<file path="config.mk">
export PLATFORM = sky130hd
export DESIGN_NAME = tdc_multichan
export DESIGN_NICKNAME = d
export VERILOG_FILES = /design/src/rtl/tdc_multichan.sv
export SDC_FILE = /design/constraint.sdc
export NUM_CORES = 1
export LEC_CHECK = 0
export BUFFER_PORTS_ARGS = -buffer_cell sky130_fd_sc_hd__buf_2
export CAP_MARGIN = 0
export CELL_PAD_IN_SITES_DETAIL_PLACEMENT = 2
export CELL_PAD_IN_SITES_GLOBAL_PLACEMENT = 2
export CORE_MARGIN = 4
export CORE_UTILIZATION = 34
export DETAILED_ROUTE_END_ITERATION = 7
export PLACE_DENSITY_LB_ADDON = 0.12
export SLEW_MARGIN = 20
export SYNTH_ARGS = -nofsm -noshare
export SYNTH_HDL_FRONTEND = slang
export SYNTH_SLANG_ARGS = --single-unit
</file>
<file path="constraint.sdc">
create_clock -name i_clk -period 15.36 [get_ports i_clk]
set_input_delay 0 -clock i_clk [delete_from_list [all_inputs] [get_ports i_clk]]
set_output_delay 0 -clock i_clk [all_outputs]
set_load 0.02 [all_outputs]
</file>
<file path="src/rtl/tdc_multichan.sv">
// Multichannel event timestamper: per-channel capture slots arbitrated into one AXI-S output register.
// Pulse-to-tvalid latency is 2 cycles; the output register holds while tready is low, and channels that are still pending drop further events and set their lost flag.
module tdc_multichan #(
  parameter int NCH           = 4,
  parameter int COUNTER_WIDTH = 32,
  parameter int ARB_MODE      = 0,
  localparam int CH_BITS      = (NCH > 1) ? $clog2(NCH) : 1,
  localparam int DATA_WIDTH   = 1 + CH_BITS + COUNTER_WIDTH
) (
  input  logic                  i_clk,
  input  logic                  i_rst,
  input  logic                  i_en,
  input  logic [NCH-1:0]        i_s,
  output logic [DATA_WIDTH-1:0] o_m_axis_tdata,
  output logic                  o_m_axis_tvalid,
  input  logic                  i_m_axis_tready,
  output logic                  o_lost_any
);

  logic [COUNTER_WIDTH-1:0] r_cnt;
  logic [COUNTER_WIDTH-1:0] r_ts [NCH];
  logic [NCH-1:0]           r_pend;
  logic [NCH-1:0]           r_lost;
  logic                     r_lost_any;
  logic                     r_vld;
  logic [DATA_WIDTH-1:0]    r_dat;
  logic [CH_BITS-1:0]       r_last_grant;

  logic [CH_BITS-1:0]       w_grant;
  logic [CH_BITS-1:0]       w_idx;
  logic                     w_found;
  logic                     w_load;
  logic                     w_take;
  logic [NCH-1:0]           w_drain;

  always_ff @(posedge i_clk or posedge i_rst) begin
    if (i_rst) begin
      r_cnt <= '0;
    end else if (i_en) begin
      r_cnt <= r_cnt + COUNTER_WIDTH'(1);
    end else begin
      r_cnt <= '0;
    end
  end

  // Arbitration is gated by i_en so nothing new is emitted while disabled.
  always_comb begin
    w_found = 1'b0;
    w_grant = '0;
    w_idx   = '0;
    for (int i = 0; i < NCH; i++) begin
      if (ARB_MODE == 1) begin
        w_idx = CH_BITS'(i);
      end else begin
        w_idx = CH_BITS'((int'(r_last_grant) + 1 + i) % NCH);
      end
      if (!w_found && i_en && r_pend[w_idx]) begin
        w_found = 1'b1;
        w_grant = w_idx;
      end
    end
  end

  assign w_load = !r_vld || i_m_axis_tready;
  assign w_take = w_load && w_found;

  always_comb begin
    w_drain = '0;
    for (int k = 0; k < NCH; k++) begin
      w_drain[k] = w_take && (w_grant == CH_BITS'(k));
    end
  end

  // A slot being drained this cycle is free for a same-cycle capture.
  always_ff @(posedge i_clk or posedge i_rst) begin
    if (i_rst) begin
      r_pend     <= '0;
      r_lost     <= '0;
      r_lost_any <= 1'b0;
      for (int k = 0; k < NCH; k++) begin
        r_ts[k] <= '0;
      end
    end else if (!i_en) begin
      r_pend     <= '0;
      r_lost     <= '0;
      r_lost_any <= 1'b0;
    end else begin
      for (int k = 0; k < NCH; k++) begin
        if (i_s[k] && (!r_pend[k] || w_drain[k])) begin
          r_ts[k]   <= r_cnt;
          r_pend[k] <= 1'b1;
          r_lost[k] <= 1'b0;
        end else if (i_s[k]) begin
          r_lost[k]  <= 1'b1;
          r_lost_any <= 1'b1;
        end else if (w_drain[k]) begin
          r_pend[k] <= 1'b0;
          r_lost[k] <= 1'b0;
        end
      end
    end
  end

  always_ff @(posedge i_clk or posedge i_rst) begin
    if (i_rst) begin
      r_vld        <= 1'b0;
      r_dat        <= '0;
      r_last_grant <= CH_BITS'(NCH - 1);
    end else if (w_load) begin
      r_vld <= w_found;
      if (w_found) begin
        r_dat        <= {r_lost[w_grant], w_grant, r_ts[w_grant]};
        r_last_grant <= w_grant;
      end
    end
  end

  assign o_m_axis_tdata  = r_dat;
  assign o_m_axis_tvalid = r_vld;
  assign o_lost_any      = r_lost_any;

endmodule

</file>
-- After elaboration in Yosys (flattened, before gate mapping)
Cells that the tools add are included.
- register bits after elaboration: 207
- bits of input ports: 8
- output and inout bits: 37
- word-level logic and storage cells: 136
- add/sub/neg operators: 5
- order comparisons: 6
- eq/ne operators: 15
- muxes and demuxes: 53
- bitwise logic cells: 1
- reduce and logical (&&, ||, !) cells: 39
- operators by type and width (cell ; number):
    32-bit two-way mux ; 3
    32-bit binary-select mux with 2-bit select ; 1
    1-bit two-way mux ; 38
    32-bit by 1-bit adder with 32-bit output (second input constant) ; 1
    2-bit AND reduction ; 9
    1-bit logical AND ; 16
    4-bit by 1-bit inequality test with 1-bit output (second input constant) ; 4
    2-bit by 3-bit less-than comparator with 1-bit output (second input constant) ; 5
    3-bit by 1-bit inequality test with 1-bit output (second input constant) ; 4
    3-bit by 2-bit inequality test with 1-bit output (second input constant) ; 4
    1-bit binary-select mux with 2-bit select ; 5
    1-bit zero test ; 8
    2-bit two-way mux ; 4
    4-bit two-way mux ; 2
    2-bit adder (second input constant) ; 3
    1-bit logical OR ; 5
    2-bit == test (second input constant) ; 2
    3-bit >= comparator (second input constant) ; 1
    2-bit NOT with 3-bit output ; 1
    2-bit by 1-bit adder with 2-bit output (second input constant) ; 1
    2-bit by 1-bit == test with 1-bit output (second input constant) ; 1
    2-bit zero test ; 1

-- Depth between registers and ports, before layout
- depth after elaboration: 29
- gate-level depth with buffers: 11
- mapped depth without buffers: 7

-- Least setup slack after synthesis
Ideal clock, no wire load.
- path kind: reg-to-reg
- from: reg r_last_grant[1]
- to: reg r_ts[14] in the netlist's numbering
- library setup time: 0.128 ns
- arrival: 2.430 ns
- required time: 15.232 ns
- setup slack: 12.802 ns
- stages on the path, launching flop included: 9
- buffers on the path: 3
- period minus slack after synthesis: 2.558 ns
- path through: dfstp_2 buf_2 mux4_2 a22oi_2 buf_6 o21ai_1 a21oi_4 buf_6 mux2_1
- cells in the longest elaborated chain, start to end: 22
- elaborated cells between the ends (all ways): 36
- classes of those cells: 4 x add/sub; 1 x eq/ne; 16 x mux; 15 x reduce/logical
- ends and longest elaborated chain (element ; RTL line ; source):
    start: declaration ; 27 ; logic [CH_BITS-1:0] r_last_grant;
    start signal: assignment ; 108 ; r_last_grant <= CH_BITS'(NCH - 1);
    start signal: assignment ; 113 ; r_last_grant <= w_grant;
    2-bit by 1-bit adder with 2-bit output * ; 55 ; w_idx = CH_BITS'((int'(r_last_grant) + 1 + i) % NCH);
    1-bit binary-select mux with 2-bit select ; 57 ; if (!w_found && i_en && r_pend[w_idx]) begin
    1-bit two-way mux (implied by the code) ; 57 ;
    1-bit logical AND ; 57 ;
    1-bit two-way mux ; 57 ;
    1-bit zero test ; 57 ;
    1-bit logical AND (2 in a row) ; 57 ;
    1-bit two-way mux ; 57 ;
    (+4 left out) ; -- ;
    1-bit zero test ; 57 ;
    1-bit logical AND (2 in a row) ; 57 ;
    2-bit two-way mux or 1-bit two-way mux (tied branches) ; 57 ;
    2-bit == test or 1-bit logical AND (tied branches) ; 70, 65 ;
    1-bit logical AND * ; 70 ; w_drain[k] = w_take && (w_grant == CH_BITS'(k));
    1-bit logical OR * ; 89 ; if (i_s[k] && (!r_pend[k] || w_drain[k])) begin
    1-bit logical AND * ; 89 ;
    2-bit AND reduction (no line) * ; -- ;
    end signal: indexed assignment ; 90 ; r_ts[k] <= r_cnt;
    end: declaration ; 21 ; logic [COUNTER_WIDTH-1:0] r_ts [NCH];
Every way passes the cells marked *; elsewhere a longest branch is shown, timed or not. The select of a mux whose other input is x is not followed.
A chain may end at the register's enable or synchronous reset.

-- Worst setup path after layout
- from: reg r_pend[3]
- to: reg r_ts[12] in the netlist's numbering
- cells in the longest elaborated chain, start to end: 21
- elaborated cells between the ends (all ways): 33
- classes of those cells: 1 x eq/ne; 16 x mux; 16 x reduce/logical
- ends and longest elaborated chain (element ; RTL line ; source):
    start: declaration ; 22 ; logic [NCH-1:0] r_pend;
    start signal: assignment ; 77 ; r_pend <= '0;
    start signal: assignment ; 84 ; r_pend <= '0;
    start signal: indexed assignment ; 91 ; r_pend[k] <= 1'b1;
    1-bit binary-select mux with 2-bit select ; 57 ;
    1-bit two-way mux (implied by the code) ; 57 ;
    1-bit logical AND ; 57 ;
    1-bit two-way mux ; 57 ;
    1-bit zero test ; 57 ;
    1-bit logical AND (2 in a row) ; 57 ;
    1-bit two-way mux ; 57 ;
    1-bit zero test ; 57 ;
    (+3 left out) ; -- ;
    1-bit zero test ; 57 ;
    1-bit logical AND (2 in a row) ; 57 ;
    2-bit two-way mux or 1-bit two-way mux (tied branches) ; 57 ;
    2-bit == test or 1-bit logical AND (tied branches) ; 70, 65 ;
    1-bit logical AND ; 70 ;
    1-bit logical OR * ; 89 ;
    1-bit logical AND * ; 89 ;
    2-bit AND reduction (no line) * ; -- ;
Marked as above.

==> impl_results.rst <==
.. list-table::
   :header-rows: 1

   * - Metric
     - Value
   * - Status
     - complete, no violations
   * - Via count of the first global-routing pass
     - 7,094
   * - Part of the power in the clock network
     - 0.398
   * - Number of maximum-capacitance constraint violations
     - 0
   * - Critical Path End Type
     - flop
   * - Initial antenna violation count
     - 0
   * - Crit path launch type
     - flop
   * - Sequential cell fraction of total power
     - 0.438
   * - Vertical die dimension
     - 176 µm
   * - Number of flops mapped to enable cells by yosys
     - 0
   * - CTS clk-pin slew, worst paths
     - around 0.060 ns
   * - Number of antenna-violating nets in the routed design
     - 0
   * - Per-instance average area after synthesis
     - 12.2 µm²
   * - Initial cell density of the core
     - 0.345
   * - Tmin final
     - roughly 3.6 ns
   * - Launch point of the critical path
     - r_pend[3]
   * - Worst hold margin
     - 0.0481 ns
   * - Register bit total from synthesis
     - approximately 210
   * - Total congestion overflow
     - 0
   * - Clock Tree Buf Depth
     - 3
   * - Lkg Pwr
     - between 5 and 6 nW
   * - Post-route clock skew
     - 0.00783 ns
   * - Count of boundary I/O pins
     - 45
   * - Psw
     - 0.399 mW
   * - Synth-to-Final Area Change
     - 14.0%
   * - Internal power summed over all cells
     - 0.990 mW
   * - Combinational power share
     - 0.164
   * - Overall die area
     - 30,900 µm²
   * - GPL Wtd Cong
     - ~0.74
   * - Number of DRC violations after detailed-routing iteration 0
     - 172
   * - Count of fill cells added during filler insertion
     - 2,908
   * - Post-Layout Cell Count
     - 1,210
   * - Share of the clock period used by the worst path
     - 0.234
   * - Placed Cells
     - roughly 1,200
   * - Largest fanout on the critical path
     - 35
   * - Worst setup slack for register-to-register paths
     - 11.77 ns
   * - Total nets after synthesis
     - 794
   * - Core Region
     - 27,800 µm²
   * - Unrepaired setup endpoints after global routing
     - no
   * - Cell Rows
     - slightly above 60
   * - All-Layer GR Usage
     - 0.156
   * - Number of hold-slack violations in the final timing report
     - 0
   * - Data required time of the critical path
     - 15.74 ns
   * - Number of nets in the final layout
     - 824
   * - Worst min path class
     - in2async
   * - Count of different cell masters after synthesis
     - 54
   * - Footprint of the flip-flops and latches
     - 5180 µm²
   * - Primary flip-flop cell chosen by synthesis mapping
     - sky130_fd_sc_hd__dfrtp_1
   * - Overall via count from detail_route
     - 6,128
   * - Worst ir drop on vdd
     - 0.0577 mV
   * - CTS sink count
     - 207
   * - Worst R2R Start
     - r_pend[3]
   * - Post-route DRC violation count
     - 0
   * - Sequential share of the synthesized area
     - 0.541
   * - Post-Syn Instances
     - 785
   * - Routed wire per std cell
     - 19.4 µm
   * - Maximum achievable frequency
     - 278 MHz
   * - Routed wire length
     - 23,500 µm
   * - TritonRoute pass-1 iters
     - 4
   * - Final setup vio count
     - 0
   * - Worst Reg2Reg Path Length in Cells
     - 7
   * - Resized Gates After CTS
     - 0
   * - Layout cells sized above 1
     - 0.204
   * - Setup total negative slack
     - 0 ns
   * - Type of the worst setup path
     - reg2reg
   * - Slew Viols, Final
     - 0
   * - Global-route wire length before repair
     - ~39,000 µm
   * - Cell area after technology mapping
     - 9580 µm²
   * - Total area of multi-input combinational cells
     - roughly 4100 µm²
   * - CTS H-tree depth
     - 1
   * - Number of warnings reported in the yosys synthesis log
     - 0
   * - Clock root buffer
     - sky130_fd_sc_hd__clkbuf_16
   * - Placed wire-length estimate
     - around 14,000 µm
   * - Maximum number of pins on one net before global-route repair
     - approximately 140
   * - Capturing point of the worst reg2reg path
     - r_ts[12]
   * - Pin slew with the least headroom to its limit
     - 1.06 ns
   * - CTS tree
     - built
   * - Clock network latency to the later pin of the worst-skew pair
     - about 0.51 ns
   * - Relative slew slack
     - 0.290
   * - Horizontal die dimension
     - 176 µm
   * - Avg Vias per Cell
     - roughly 5
   * - Input/output buffers
     - 44
   * - Antenna fix cells
     - 0
   * - Switching part of the total power
     - 0.287
   * - Clock buffer count from CTS
     - 25
   * - Arrival time of data at the critical path endpoint
     - 3.97 ns
   * - PwrDens
     - 127 nW/µm²
   * - Proportion of register bits with asynchronous set or reset after synthesis
     - 1.00
## per-stage QoR
| step | util | worst slack (ns) | cell area (µm²) | total power [mW] |
|---|---|---|---|---|
| 5_1_grt | 0.393 | 11.46 | 10900 | 1.47 |
| 4_1_cts | 0.392 | 11.59 | 10900 | 1.42 |
| 2_1_floorplan | - | 9.71 | 9580 | 0.780 |
| 6_report | 0.393 | 11.77 | 10900 | 1.39 |
| 3_5_place_dp | 0.362 | 11.51 | 10100 | 0.850 |
| 3_3_place_gp | 0.361 | 11.56 | 10000 | 0.841 |
## power groups by stage
stage	clock network, mW	registers [mW]	logic [mW]
floorplan	0	0.649	0.131
global placement	0	0.616	0.226
global route	0.602	0.614	0.250
detailed placement	0	0.619	0.232
CTS	0.574	0.609	0.234
finish	0.553	0.609	0.228
## placed cells by master, fill, tap and decap left out, types with 8 or more instances in the layout
master / n
sky130_fd_sc_hd__a211oi_2: 30
sky130_fd_sc_hd__a21oi_1: 35
sky130_fd_sc_hd__and2_1: 29
sky130_fd_sc_hd__buf_2: 44
sky130_fd_sc_hd__clkbuf_1: 8
sky130_fd_sc_hd__clkbuf_16: 25
sky130_fd_sc_hd__dfrtp_1: 205
sky130_fd_sc_hd__mux2_1: 101
sky130_fd_sc_hd__mux2_2: 30
sky130_fd_sc_hd__mux2i_1: 32
sky130_fd_sc_hd__nand2_1: 53
sky130_fd_sc_hd__nand3_1: 14
sky130_fd_sc_hd__nor2_1: 42
sky130_fd_sc_hd__nor2b_1: 15
sky130_fd_sc_hd__o21ai_0: 39
sky130_fd_sc_hd__xnor2_1: 19
sky130_fd_sc_hd__xor2_1: 9
## per-layer routing
layer | share of wire | vias up | global-route usage
met5 | 0 | - | 0
met4 | 0.012 | 0 | 0.0292
met2 | 0.52 | 45 | 0.287
met3 | 0.024 | 26 | 0.0237
li1 | - | 2816 | -
met1 | 0.44 | 3241 | 0.195
## worst max-delay path, cell delays in order (launching register included)
cell                       delay (ns)
sky130_fd_sc_hd__dfrtp_1         0.60
sky130_fd_sc_hd__nor4bb_1        0.46
sky130_fd_sc_hd__a311oi_1        0.16
sky130_fd_sc_hd__a21oi_4         0.79
sky130_fd_sc_hd__o21ai_1         0.34
sky130_fd_sc_hd__a21oi_4         0.22
sky130_fd_sc_hd__buf_4           0.47
sky130_fd_sc_hd__mux2_1          0.40
## state kept, by name, summed over array words and instances, names as in the netlist
name,count
r_ts,128
o_m_axis_tdata,35
r_cnt,32
r_lost,4
r_pend,4
r_last_grant,2
o_lost_any,1
o_m_axis_tvalid,1
## cells by family (layout without fill, tap and decap cells)
group,count (synthesis),in the layout,share of synthesized area
flops,207,207,0.541
buf+inv,64,111,0.0387
mux,164,164,0.190
simple gates,187,187,0.0986
xor+xnor,28,28,0.0256
compound gates,134,134,0.105
fa+ha+maj,1,1,0.00131
## synthesized netlist by cell type, types with 3 or more instances
| master | instances | area, µm² |
|---|---|---|
| sky130_fd_sc_hd__inv_1 | 7 | 26.3 |
| sky130_fd_sc_hd__nand2b_1 | 4 | 25.0 |
| sky130_fd_sc_hd__mux2i_1 | 32 | 320 |
| sky130_fd_sc_hd__o21ai_1 | 3 | 15.0 |
| sky130_fd_sc_hd__xnor2_1 | 19 | 166 |
| sky130_fd_sc_hd__buf_4 | 13 | 97.6 |
| sky130_fd_sc_hd__mux2_2 | 30 | 338 |
| sky130_fd_sc_hd__buf_6 | 9 | 101 |
| sky130_fd_sc_hd__xor2_1 | 9 | 78.8 |
| sky130_fd_sc_hd__nand2_1 | 53 | 199 |
| sky130_fd_sc_hd__nand4_1 | 5 | 31.3 |
| sky130_fd_sc_hd__and2_1 | 29 | 181 |
| sky130_fd_sc_hd__and3_1 | 6 | 37.5 |
| sky130_fd_sc_hd__a21oi_1 | 36 | 180 |
| sky130_fd_sc_hd__nand3_1 | 15 | 75.1 |
| sky130_fd_sc_hd__nor2b_1 | 16 | 100 |
| sky130_fd_sc_hd__mux2_1 | 101 | 1140 |
| sky130_fd_sc_hd__and4_1 | 4 | 35.0 |
| sky130_fd_sc_hd__o21ai_0 | 39 | 195 |
| sky130_fd_sc_hd__nor2_1 | 42 | 158 |
| sky130_fd_sc_hd__a21oi_2 | 5 | 43.8 |
| sky130_fd_sc_hd__dfrtp_1 | 205 | 5130 |
| sky130_fd_sc_hd__a211oi_2 | 30 | 375 |
| sky130_fd_sc_hd__clkbuf_1 | 31 | 116 |
| sky130_fd_sc_hd__a211oi_1 | 3 | 22.5 |
| sky130_fd_sc_hd__a21boi_0 | 3 | 22.5 |
## worst max path at each step
stage / endpoint / slack [ns]
4_1_cts: r_ts[113] / 11.59
6_report: r_ts[12] / 11.77
3_3_place_gp: r_ts[31] / 11.56
2_1_floorplan: o_lost_any / 9.71
5_1_grt: r_ts[12] / 11.46
3_5_place_dp: r_ts[12] / 11.51
## area by class of cell
class	count	area share
Sequential cell	207	0.475
Multi-Input combinational cell	514	0.374
Clock buffer	39	0.0676
Tap cell	378	0.0433
Timing Repair Buffer	59	0.0349
Inverter	8	0.00344
Clock inverter	5	0.00229
## repair_timing
item	4_1_cts	5_1_grt
hold endpoints to repair	146	0
buffers inserted	0	0
hold buffers	6	0
(Power assumes the default switching activity.)
